**src/rtl/obj_scan_if.sv**
```systemverilog
// Object scanner bus: DMA capture strobe/data, line timing, and the list head
// presented to the sprite line-buffer renderer with its valid/ready handshake.
interface obj_scan_if;
  logic        DMCS;
  logic [28:0] DO;
  logic        VB;
  logic        HB;
  logic [7:0]  V;
  logic        OBJ_VALID;
  logic        OBJ_READY;
  logic [7:0]  OBJX;
  logic [6:0]  OBJCODE;
  logic [3:0]  OBJROW;
  logic [2:0]  OBJPAL;
  logic        OBJFX;
  logic        LINE_OVF;
  logic        SCAN_BUSY;

  // Environment side: sprite DMA, video timing and the renderer.
  modport master (
    output DMCS, DO, VB, HB, V, OBJ_READY,
    input  OBJ_VALID, OBJX, OBJCODE, OBJROW, OBJPAL, OBJFX, LINE_OVF, SCAN_BUSY
  );

  // Scanner side.
  modport slave (
    input  DMCS, DO, VB, HB, V, OBJ_READY,
    output OBJ_VALID, OBJX, OBJCODE, OBJROW, OBJPAL, OBJFX, LINE_OVF, SCAN_BUSY
  );
endinterface

```
**src/rtl/obj_scan.sv**
```systemverilog
// Sprite object scanner. Captures object words streamed by the sprite DMA into
// an object RAM, then during each HBLANK compares every entry against the next
// line and queues the hits in a small FIFO for the line-buffer renderer.
module obj_scan #(
  parameter int NOBJ    = 64,
  parameter int OBJH    = 16,
  parameter int MAXLINE = 8
) (
  input  logic       DOTCK,
  input  logic       RESET,
  obj_scan_if.slave  bus
);

  localparam int IDXW = $clog2(NOBJ);
  localparam int PTRW = $clog2(MAXLINE);
  localparam int CNTW = PTRW + 1;

  localparam logic [IDXW-1:0] LAST_IDX = IDXW'(NOBJ - 1);
  localparam logic [7:0]      OBJH_V   = 8'(OBJH);
  localparam logic [3:0]      ROW_MAX  = 4'(OBJH - 1);
  localparam logic [CNTW-1:0] LIST_MAX = CNTW'(MAXLINE);

  typedef enum logic {S_IDLE, S_SCAN} state_t;

  // One list entry as presented to the renderer.
  typedef struct packed {
    logic [7:0] x;
    logic [6:0] code;
    logic [3:0] row;
    logic [2:0] pal;
    logic       fx;
  } entry_t;

  // Object word field positions.
  localparam int F_FLIPX  = 26;
  localparam int F_FLIPY  = 27;
  localparam int F_ENABLE = 28;

  // Timing edge detection
  logic vb_q, hb_q;
  logic vb_rise, hb_rise, hb_fall;

  // Capture side
  logic [28:0]     ram [NOBJ];
  logic [IDXW-1:0] wptr;
  logic [IDXW-1:0] wr_addr;

  // Scan side
  state_t          state, state_nx;
  logic            scan_start;
  logic            issue;
  logic [7:0]      tgt;
  logic [IDXW-1:0] idx;
  logic            issued_all;
  logic [28:0]     rd_data;
  logic            cmp_valid;
  logic            cmp_last;

  // Compare stage
  logic [7:0]      diff;
  logic [3:0]      row_raw;
  logic [3:0]      row;
  logic            hit;
  logic            push_req;
  logic            push;
  logic            ovf_set;
  entry_t          push_entry;

  // List FIFO
  entry_t          fifo_mem [MAXLINE];
  logic [PTRW-1:0] rd_ptr, wr_ptr;
  logic [CNTW-1:0] count, count_nx;
  logic            pop;
  logic            line_ovf;
  entry_t          head;
  logic            list_valid;

  assign vb_rise = bus.VB & ~vb_q;
  assign hb_rise = bus.HB & ~hb_q;
  assign hb_fall = ~bus.HB & hb_q;

  // Remember last-cycle VB/HB so blanking edges can be seen.
  // NOTE: sequential state always uses <= so every flop samples pre-edge values.
  always_ff @(posedge DOTCK or posedge RESET) begin
    if (RESET) begin
      vb_q <= 1'b0;
      hb_q <= 1'b0;
    end else begin
      vb_q <= bus.VB;
      hb_q <= bus.HB;
    end
  end

  // A write on the same cycle VB rises belongs to the new frame, so it goes to entry 0.
  assign wr_addr = vb_rise ? '0 : wptr;

  // DMA write pointer: restarts each frame, wraps modulo the RAM size.
  always_ff @(posedge DOTCK or posedge RESET) begin
    if (RESET) begin
      wptr <= '0;
    end else if (bus.DMCS) begin
      wptr <= wr_addr + 1'b1;
    end else if (vb_rise) begin
      wptr <= '0;
    end
  end

  // Object RAM write port; the DMA always wins over the scanner.
  // NOTE: the RAM has no reset -- it maps onto block RAM, and scan only trusts entries the DMA wrote.
  always_ff @(posedge DOTCK) begin
    if (bus.DMCS) begin
      ram[wr_addr] <= bus.DO;
    end
  end

  // Object RAM read port, one cycle latency; only loaded on issue cycles.
  always_ff @(posedge DOTCK) begin
    if (issue) begin
      rd_data <= ram[idx];
    end
  end

  // FSM state register.
  always_ff @(posedge DOTCK or posedge RESET) begin
    if (RESET) begin
      state <= S_IDLE;
    end else begin
      state <= state_nx;
    end
  end

  // FSM next state, scan start and read issue.
  // NOTE: every output of a combinational block gets a default first so no latch is inferred.
  always_comb begin
    state_nx   = state;
    scan_start = 1'b0;
    issue      = 1'b0;
    case (state)
      S_IDLE: begin
        if (hb_rise && !bus.VB) begin
          state_nx   = S_SCAN;
          scan_start = 1'b1;
        end
      end
      S_SCAN: begin
        // A DMA write occupies the RAM port, so the scan holds its index.
        issue = !bus.DMCS && !issued_all;
        if (bus.VB || hb_fall || (cmp_valid && cmp_last)) begin
          state_nx = S_IDLE;
        end
      end
      default: state_nx = S_IDLE;
    endcase
  end

  // Scan index and compare-stage bookkeeping, one cycle behind the read.
  always_ff @(posedge DOTCK or posedge RESET) begin
    if (RESET) begin
      tgt        <= 8'd0;
      idx        <= '0;
      issued_all <= 1'b0;
      cmp_valid  <= 1'b0;
      cmp_last   <= 1'b0;
    end else if (scan_start) begin
      tgt        <= bus.V + 8'd1;
      idx        <= '0;
      issued_all <= 1'b0;
      cmp_valid  <= 1'b0;
      cmp_last   <= 1'b0;
    end else begin
      cmp_valid <= issue;
      if (issue) begin
        cmp_last <= (idx == LAST_IDX);
        idx      <= idx + 1'b1;
        if (idx == LAST_IDX) begin
          issued_all <= 1'b1;
        end
      end
    end
  end

  // Line compare: vertical distance below the sprite top, wrapping at 256.
  always_comb begin
    diff    = tgt - rd_data[7:0];
    row_raw = diff[3:0] & ROW_MAX;
    row     = rd_data[F_FLIPY] ? (ROW_MAX - row_raw) : row_raw;
    hit     = cmp_valid && rd_data[F_ENABLE] && (diff < OBJH_V);

    push_req = (state == S_SCAN) && hit;
    push     = push_req && (count < LIST_MAX);
    ovf_set  = push_req && (count == LIST_MAX);

    push_entry.x    = rd_data[15:8];
    push_entry.code = rd_data[22:16];
    push_entry.row  = row;
    push_entry.pal  = rd_data[25:23];
    push_entry.fx   = rd_data[F_FLIPX];
  end

  assign list_valid = (count != '0);
  assign pop        = list_valid && bus.OBJ_READY;

  // List occupancy after this cycle's push/pop.
  always_comb begin
    count_nx = count;
    case ({push, pop})
      2'b10:   count_nx = count + 1'b1;
      2'b01:   count_nx = count - 1'b1;
      default: count_nx = count;
    endcase
  end

  // List FIFO storage; stale slots are never visible because the head is gated by valid.
  always_ff @(posedge DOTCK) begin
    if (push) begin
      fifo_mem[wr_ptr] <= push_entry;
    end
  end

  // List pointers, occupancy and overflow flag; a scan start discards the old line.
  always_ff @(posedge DOTCK or posedge RESET) begin
    if (RESET) begin
      rd_ptr   <= '0;
      wr_ptr   <= '0;
      count    <= '0;
      line_ovf <= 1'b0;
    end else if (scan_start) begin
      rd_ptr   <= '0;
      wr_ptr   <= '0;
      count    <= '0;
      line_ovf <= 1'b0;
    end else begin
      if (push) begin
        wr_ptr <= wr_ptr + 1'b1;
      end
      if (pop) begin
        rd_ptr <= rd_ptr + 1'b1;
      end
      count <= count_nx;
      if (ovf_set) begin
        line_ovf <= 1'b1;
      end
    end
  end

  // Head comes straight from registered storage and pointer, zeroed when empty.
  assign head = list_valid ? fifo_mem[rd_ptr] : '0;

  assign bus.OBJ_VALID = list_valid;
  assign bus.OBJX      = head.x;
  assign bus.OBJCODE   = head.code;
  assign bus.OBJROW    = head.row;
  assign bus.OBJPAL    = head.pal;
  assign bus.OBJFX     = head.fx;
  assign bus.LINE_OVF  = line_ovf;
  assign bus.SCAN_BUSY = (state == S_SCAN);

endmodule

```
**src/flat_wrapper.sv**
```systemverilog
// flat-port wrapper written by rule: the top's interface ports become plain ports
module obj_scan_flat 
#(
  parameter int NOBJ    = 64,
  parameter int OBJH    = 16,
  parameter int MAXLINE = 8
)
  (DOTCK, RESET, bus_DMCS, bus_DO, bus_VB, bus_HB, bus_V, bus_OBJ_READY, bus_OBJ_VALID, bus_OBJX, bus_OBJCODE, bus_OBJROW, bus_OBJPAL, bus_OBJFX, bus_LINE_OVF, bus_SCAN_BUSY);
  obj_scan_if bus_i ();
  input  logic DOTCK;
  input  logic RESET;
  input wire logic [$bits(bus_i.DMCS)-1:0] bus_DMCS;
  input wire logic [$bits(bus_i.DO)-1:0] bus_DO;
  input wire logic [$bits(bus_i.VB)-1:0] bus_VB;
  input wire logic [$bits(bus_i.HB)-1:0] bus_HB;
  input wire logic [$bits(bus_i.V)-1:0] bus_V;
  input wire logic [$bits(bus_i.OBJ_READY)-1:0] bus_OBJ_READY;
  output wire logic [$bits(bus_i.OBJ_VALID)-1:0] bus_OBJ_VALID;
  output wire logic [$bits(bus_i.OBJX)-1:0] bus_OBJX;
  output wire logic [$bits(bus_i.OBJCODE)-1:0] bus_OBJCODE;
  output wire logic [$bits(bus_i.OBJROW)-1:0] bus_OBJROW;
  output wire logic [$bits(bus_i.OBJPAL)-1:0] bus_OBJPAL;
  output wire logic [$bits(bus_i.OBJFX)-1:0] bus_OBJFX;
  output wire logic [$bits(bus_i.LINE_OVF)-1:0] bus_LINE_OVF;
  output wire logic [$bits(bus_i.SCAN_BUSY)-1:0] bus_SCAN_BUSY;
  assign bus_i.DMCS = bus_DMCS;
  assign bus_i.DO = bus_DO;
  assign bus_i.VB = bus_VB;
  assign bus_i.HB = bus_HB;
  assign bus_i.V = bus_V;
  assign bus_i.OBJ_READY = bus_OBJ_READY;
  assign bus_OBJ_VALID = bus_i.OBJ_VALID;
  assign bus_OBJX = bus_i.OBJX;
  assign bus_OBJCODE = bus_i.OBJCODE;
  assign bus_OBJROW = bus_i.OBJROW;
  assign bus_OBJPAL = bus_i.OBJPAL;
  assign bus_OBJFX = bus_i.OBJFX;
  assign bus_LINE_OVF = bus_i.LINE_OVF;
  assign bus_SCAN_BUSY = bus_i.SCAN_BUSY;
  obj_scan #(.NOBJ(NOBJ), .OBJH(OBJH), .MAXLINE(MAXLINE)) u_core (.DOTCK(DOTCK), .RESET(RESET), .bus(bus_i));
endmodule
```
**config.mk**
```make
export PLATFORM = sky130hd
export DESIGN_NAME = obj_scan_flat
export DESIGN_NICKNAME = d
export VERILOG_FILES = /design/src/rtl/obj_scan_if.sv /design/src/rtl/obj_scan.sv /design/src/flat_wrapper.sv
export SDC_FILE = /design/constraint.sdc
export NUM_CORES = 2
export LEC_CHECK = 0
export ABC_CLOCK_PERIOD_IN_PS = 5400
export BUFFER_PORTS_ARGS = -buffer_cell sky130_fd_sc_hd__buf_2
export CORE_AREA = 2 2 342 480
export CTS_CLUSTER_DIAMETER = 60
export DETAILED_ROUTE_END_ITERATION = 16
export DIE_AREA = 0 0 344 482
export GPL_ROUTABILITY_DRIVEN = 0
export GPL_TIMING_DRIVEN = 0
export PLACE_DENSITY_LB_ADDON = 0.12
export SLEW_MARGIN = 40
export SYNTH_ARGS = -nofsm -noshare
export SYNTH_HDL_FRONTEND = slang
export SYNTH_SLANG_ARGS = --single-unit
```
**constraint.sdc**
```tcl
create_clock -name DOTCK -period 5.4 [get_ports DOTCK]
set_input_delay 0.27 -clock DOTCK [delete_from_list [all_inputs] [get_ports DOTCK]]
set_output_delay 0.27 -clock DOTCK [all_outputs]
set_load 0.01 [all_outputs]
```
* Word-level counts from Yosys, hierarchy flattened
Memory sizes are Yosys's and may differ from the RTL's. A register that Yosys moved wholly into a read port is not among the register bits.
Cells that the tools add are included.
** Cells by class
- $add $sub $neg :: 9
- $lt $le $gt $ge :: 2
- Equal/unequal tests :: 4
- Multiplexer cells :: 29
- Bitwise operators :: 7
- Reduce and logical (&&, ||, !) cells :: 22
** Operators with widths (count)
- 6-bit two-way mux :: 4
- 23-bit two-way mux :: 1
- 1-bit two-way mux :: 16
- 6-bit by 1-bit adder with 6-bit output (second input constant) :: 2
- 3-bit two-way mux :: 4
- 2-bit nonzero test :: 5
- 1-bit logical AND :: 9
- 8-bit by 1-bit adder with 8-bit output (second input constant) :: 1
- 8-bit by 5-bit less-than comparator with 1-bit output (second input constant) :: 1
- 4-bit two-way mux :: 2
- 4-bit one-hot mux with 2 select lines :: 1
- 8-bit subtractor :: 1
- 3-bit by 1-bit adder with 3-bit output (second input constant) :: 2
- 6-bit equality test (second input constant) :: 1
- 4-bit by 1-bit adder with 4-bit output (second input constant) :: 1
- 4-bit equality test (second input constant) :: 1
- 4-bit less-than comparator (second input constant) :: 1
- 1-bit NOT :: 4
- 4-bit nonzero test :: 1
- 4-bit by 1-bit subtractor with 4-bit output (second input constant) :: 1
- 4-bit subtractor (first input constant) :: 1
- 1-bit bitwise AND :: 3
- 1-bit logical NOT :: 3
- 3-bit nonzero test :: 1
- 5 further kinds :: 6
** Word-level totals
- Register bits :: 37
- Memory bits (writable) :: 2040
- Bits of input ports :: 43
- Output and inout bits :: 26
- Logic and storage cells :: 88
- Memories kept :: 2
** Memories
- u_core.ram :: words 64, width 29, rd ports 1, clocked after Yosys merged registers in 1, wr ports 1, line obj_scan.sv:44 : logic [28:0] ram [NOBJ];
- u_core.fifo_mem :: words 8, width 23, rd ports 1, clocked after Yosys merged registers in 0, wr ports 1, line obj_scan.sv:70 : entry_t fifo_mem [MAXLINE];

* Logic depth before layout (Yosys ltp)
- Depth after elaboration :: 8
- Gate-level depth with buffers :: 16

* Least setup slack after synthesis
OpenSTA, ideal clock, no wires.
- Kind :: register -> register
- Start point :: register u_core.tgt[2]
- End point :: memory u_core.fifo_mem[1][0] (netlist bit) (enable)
- Library setup time :: 0.432 ns
- Arrival time :: 3.677 ns
- Slack :: 1.291 ns
- Cell stages (with the launch flop) :: 9
- Clock period less this slack :: 4.109 ns
- Path through :: dfrtp_1 -> ha_1 -> nor2b_1 -> o21a_1 -> or4_4 -> a221oi_4 -> buf_4 -> nand2_1 -> nor3_1
** On the way
- Longest elaborated chain between the ends :: 7
** Ends and longest elaborated chain
- start: declaration :: line obj_scan.sv:52 : logic [7:0] tgt;
- start signal: assignment :: line obj_scan.sv:165 : tgt <= bus.V + 8'd1;
- 8-bit subtractor :: line obj_scan.sv:184 : diff = tgt - rd_data[7:0];
- 8-bit by 5-bit less-than comparator with 1-bit output :: line obj_scan.sv:187 : hit = cmp_valid && rd_data[F_ENABLE] && (diff < OBJH_V);
- 1-bit logical AND :: line obj_scan.sv:187
- 1-bit logical AND :: line obj_scan.sv:189 : push_req = (state == S_SCAN) && hit;
- 1-bit logical AND :: line obj_scan.sv:190 : push = push_req && (count < LIST_MAX);
- 1-bit two-way mux :: line obj_scan.sv:215 : if (push) begin
- 1-bit two-way mux (not written as such) :: line obj_scan.sv:216 : fifo_mem[wr_ptr] <= push_entry;
- end: declaration :: line obj_scan.sv:70
No other way between the ends.

==> run summary <==
row count -> 175
distinct cell type count after synthesis -> 47
layout cells sized above 1 -> 33.18%
status -> complete, no violations
Syn. warnings -> 0
Pwr Density -> 401.7 mW/mm2
depth of the CTS H-tree -> 4
Initial Utilization -> 49.75%
fin area -> 0.09380 mm2
final setup fails -> 0
core box area -> 0.1616 mm2
Max Freq -> 235.0 MHz
CTS tree -> built
worst slew pin tran -> 910.2 ps
asr flop ratio synth -> 1.757%
Worst-path clk slew -> 60 ps
Syn Nets -> 3397
hold_ws -> 8.605 ps
DIE WIDTH -> 344 um
Hold/Removal Path Class -> in -> reg
routed len/inst -> 34.06 um
crit path kind -> reg -> reg
CP Max Fanout -> 10
top-area cell type share of the netlist area -> 77.28%
Setup crit end kind -> flip-flop
total power -> 37.68 mW
initial drt markers -> 4667
first drt pass iteration count -> 5
Die Y-Extent -> 482 um
RSZ-0062 raised after global routing -> no
global-route wire length before repair -> 290.9 mm
largest net degree at the start of global routing -> 65
post-detail-place hpwl -> 140.7 mm
clk_skew -> 30.92 ps
Seq/Total Area, Yosys -> 78.43%
top_reg_cell synth -> edfxtp_1
# Max-Cap Violations -> 0
synthesized area per cell -> 24.09 um2
post-placement setup slack -> 1147 ps
total grt overflow -> 0
vias per cell -> 6.175
I/O pins -> 69
die area -> 0.1658 mm2
max-slew violations -> 0
cell area after synthesis -> 0.08040 mm2
final hold vios -> 0
Layout Nets -> 3841
synthesis-to-finish area growth -> 16.66%
synthesis-stage register bit count -> 2106
largest cells by area after synthesis -> edfxtp_1, mux4_2, dfrtp_1
FF-to-FF setup slack -> 1140 ps
Inst Count DP -> 5677
total number of vias -> 37450
fin cells -> 6065
Post-Synthesis Cells -> 3338
CTS Buffer Depth -> 3
Total GRT Usage -> 25.45%
final wirelength -> 206.6 mm
Root Buffer Master -> clkbuf_16
initial antenna violation count -> 12
min Tclk post-route -> 4256 ps
Worst VDD drop -> 0.0003640 V
EDFF count, synth -> 2069
Final WS setup -> 1144 ps
Leak -> 28.86 nW
CP Data Arrival Time -> 4740 ps
Worst setup SP type -> flip-flop
vias in the first global route -> 39308
Setup Total Neg Slack -> 0 ps
fin crit share -> 78.81%
leading area contributor after synthesis -> edfxtp_1
# fillers -> 11395
most common library cells after synthesis -> edfxtp_1, mux4_2, nor2_1
CTS Buf Count -> 186
clk sinks -> 2106
cell with the most instances after synthesis -> edfxtp_1
IO buf count -> 67
post-route ant nets -> 0
Slew HR -> 39.32%
final core occ -> 58.04%
clk_lat worst skew -> 830 ps
WP data required -> 5890 ps
DP Area -> 0.08733 mm2
# DRC -> 0
power by group:
group / internal, mW / switching, mW
clock: 7.34 / 5.77
combinational: 2.70 / 3.54
sequential: 18.2 / 0.104
flip-flops by register name (all words and copies together), names as in the netlist:
| name | count |
|---|---|
| u_core.ram | 1856 |
| u_core.fifo_mem | 184 |
| u_core.rd_data | 29 |
| u_core.tgt | 8 |
| u_core.idx | 6 |
| u_core.wptr | 6 |
| u_core.count | 4 |
| u_core.rd_ptr | 3 |
| u_core.wr_ptr | 3 |
| u_core.bus.LINE_OVF | 1 |
| u_core.bus.SCAN_BUSY | 1 |
| u_core.cmp_last | 1 |
| u_core.cmp_valid | 1 |
| u_core.hb_q | 1 |
| u_core.issued_all | 1 |
| u_core.vb_q | 1 |
worst max-delay path, cell delays in order, from the launching register on:
cell and delay [ps]:
dfrtp_1 360, clkbuf_1 390, clkbuf_2 570, clkbuf_1 610
mux4_2 450, mux4_2 500, o22ai_1 720, nor2_1 270
routing by layer:
| metal | routed length [um] | part of all wire (%) | track usage [%] | vias up |
|---|---|---|---|---|
| met1 | 75490 | 37 | 31.87 | 20480 |
| li1 | - | - | - | 15233 |
| met3 | 12110 | 5.9 | 3.541 | 330 |
| met2 | 110900 | 54 | 45.36 | 1403 |
| met4 | 8086 | 3.9 | 9.137 | 4 |
| met5 | 28 | 0.014 | 0 | - |
layout make-up:
class	count	area, um2	area share (%)
diodes	5	12.51	0.01334
plain buffers	173	835.8	0.8911
clock buffers	231	4994	5.324
clock inverters	111	949.7	1.012
inverters	15	56.30	0.06003
multi-input cells	1044	17160	18.30
flip-flops and latches	2106	63060	67.23
well taps	2124	2658	2.833
repair buffers	256	4071	4.341
cells in the final DEF, fill, tap and decap left out, drive strengths merged, types with 2 or more instances in the layout:
cell type    Yosys  routed
nand2b           8       8
or4              2       2
o21a             4       4
and2             2       2
nor3             6       6
nor2b            5       5
mux4           626     626
ha              15      15
a221oi           2       2
clkinvlp         0       4
xnor2           11      11
buf             78     294
or3b             2       2
bufinv           0      17
diode            0       5
nand3           14      14
nand2           40      40
clkbuf          95     328
a21o             3       3
nor2           151     151
or2              4       4
clkinv           0      84
edfxtp        2069    2069
dfrtp           37      37
o22ai           58      58
a21oi           11      11
o21ai           13      13
nand4            6       6
inv             15      21
a31oi            4       4
mux2i           24      24
dlygate4sd3      0      38
xor2            15      15
and3             2       2
or3              6       6
cell families after synthesis:
group / after synthesis / share of synthesized area [%]
xor gates and xnor gates: 27 / 0.3113
DFF: 2106 / 78.43
buffers and inverters: 188 / 1.021
AOI/OAI and AO/OA: 102 / 0.8124
muxes: 650 / 17.83
adders and majority gates: 16 / 0.2583
and+or+nand+nor: 249 / 1.334
final timing paths:
path | end | cells after the start | from
worst max-delay path | u_core.rd_data[23]$_DFFE_PP_ | 7 | u_core.idx[1]$_DFFE_PP0P_
worst min-delay path | u_core.ram[5][4]$_DFFE_PP_ | 1 | bus_DO[4]
worst max register to register | u_core.rd_data[23]$_DFFE_PP_ | 7 | u_core.idx[1]$_DFFE_PP0P_
worst min register to register | u_core.bus.LINE_OVF$_DFFE_PP0P_ | 2 | u_core.bus.LINE_OVF$_DFFE_PP0P_
max in group asynchronous | u_core.wr_ptr[2]$_DFFE_PP0P_ | 5 | RESET
min in group asynchronous | u_core.bus.LINE_OVF$_DFFE_PP0P_ | 4 | RESET
what timing repair did:
item                       in CTS  in global routing
hold buffers                   26                 12
buffers inserted                0                  0
hold endpoints to repair      422                381
resized for setup               0                  0
setup endpoints to repair       0                  0
Power figures use the tool's default switching activity.
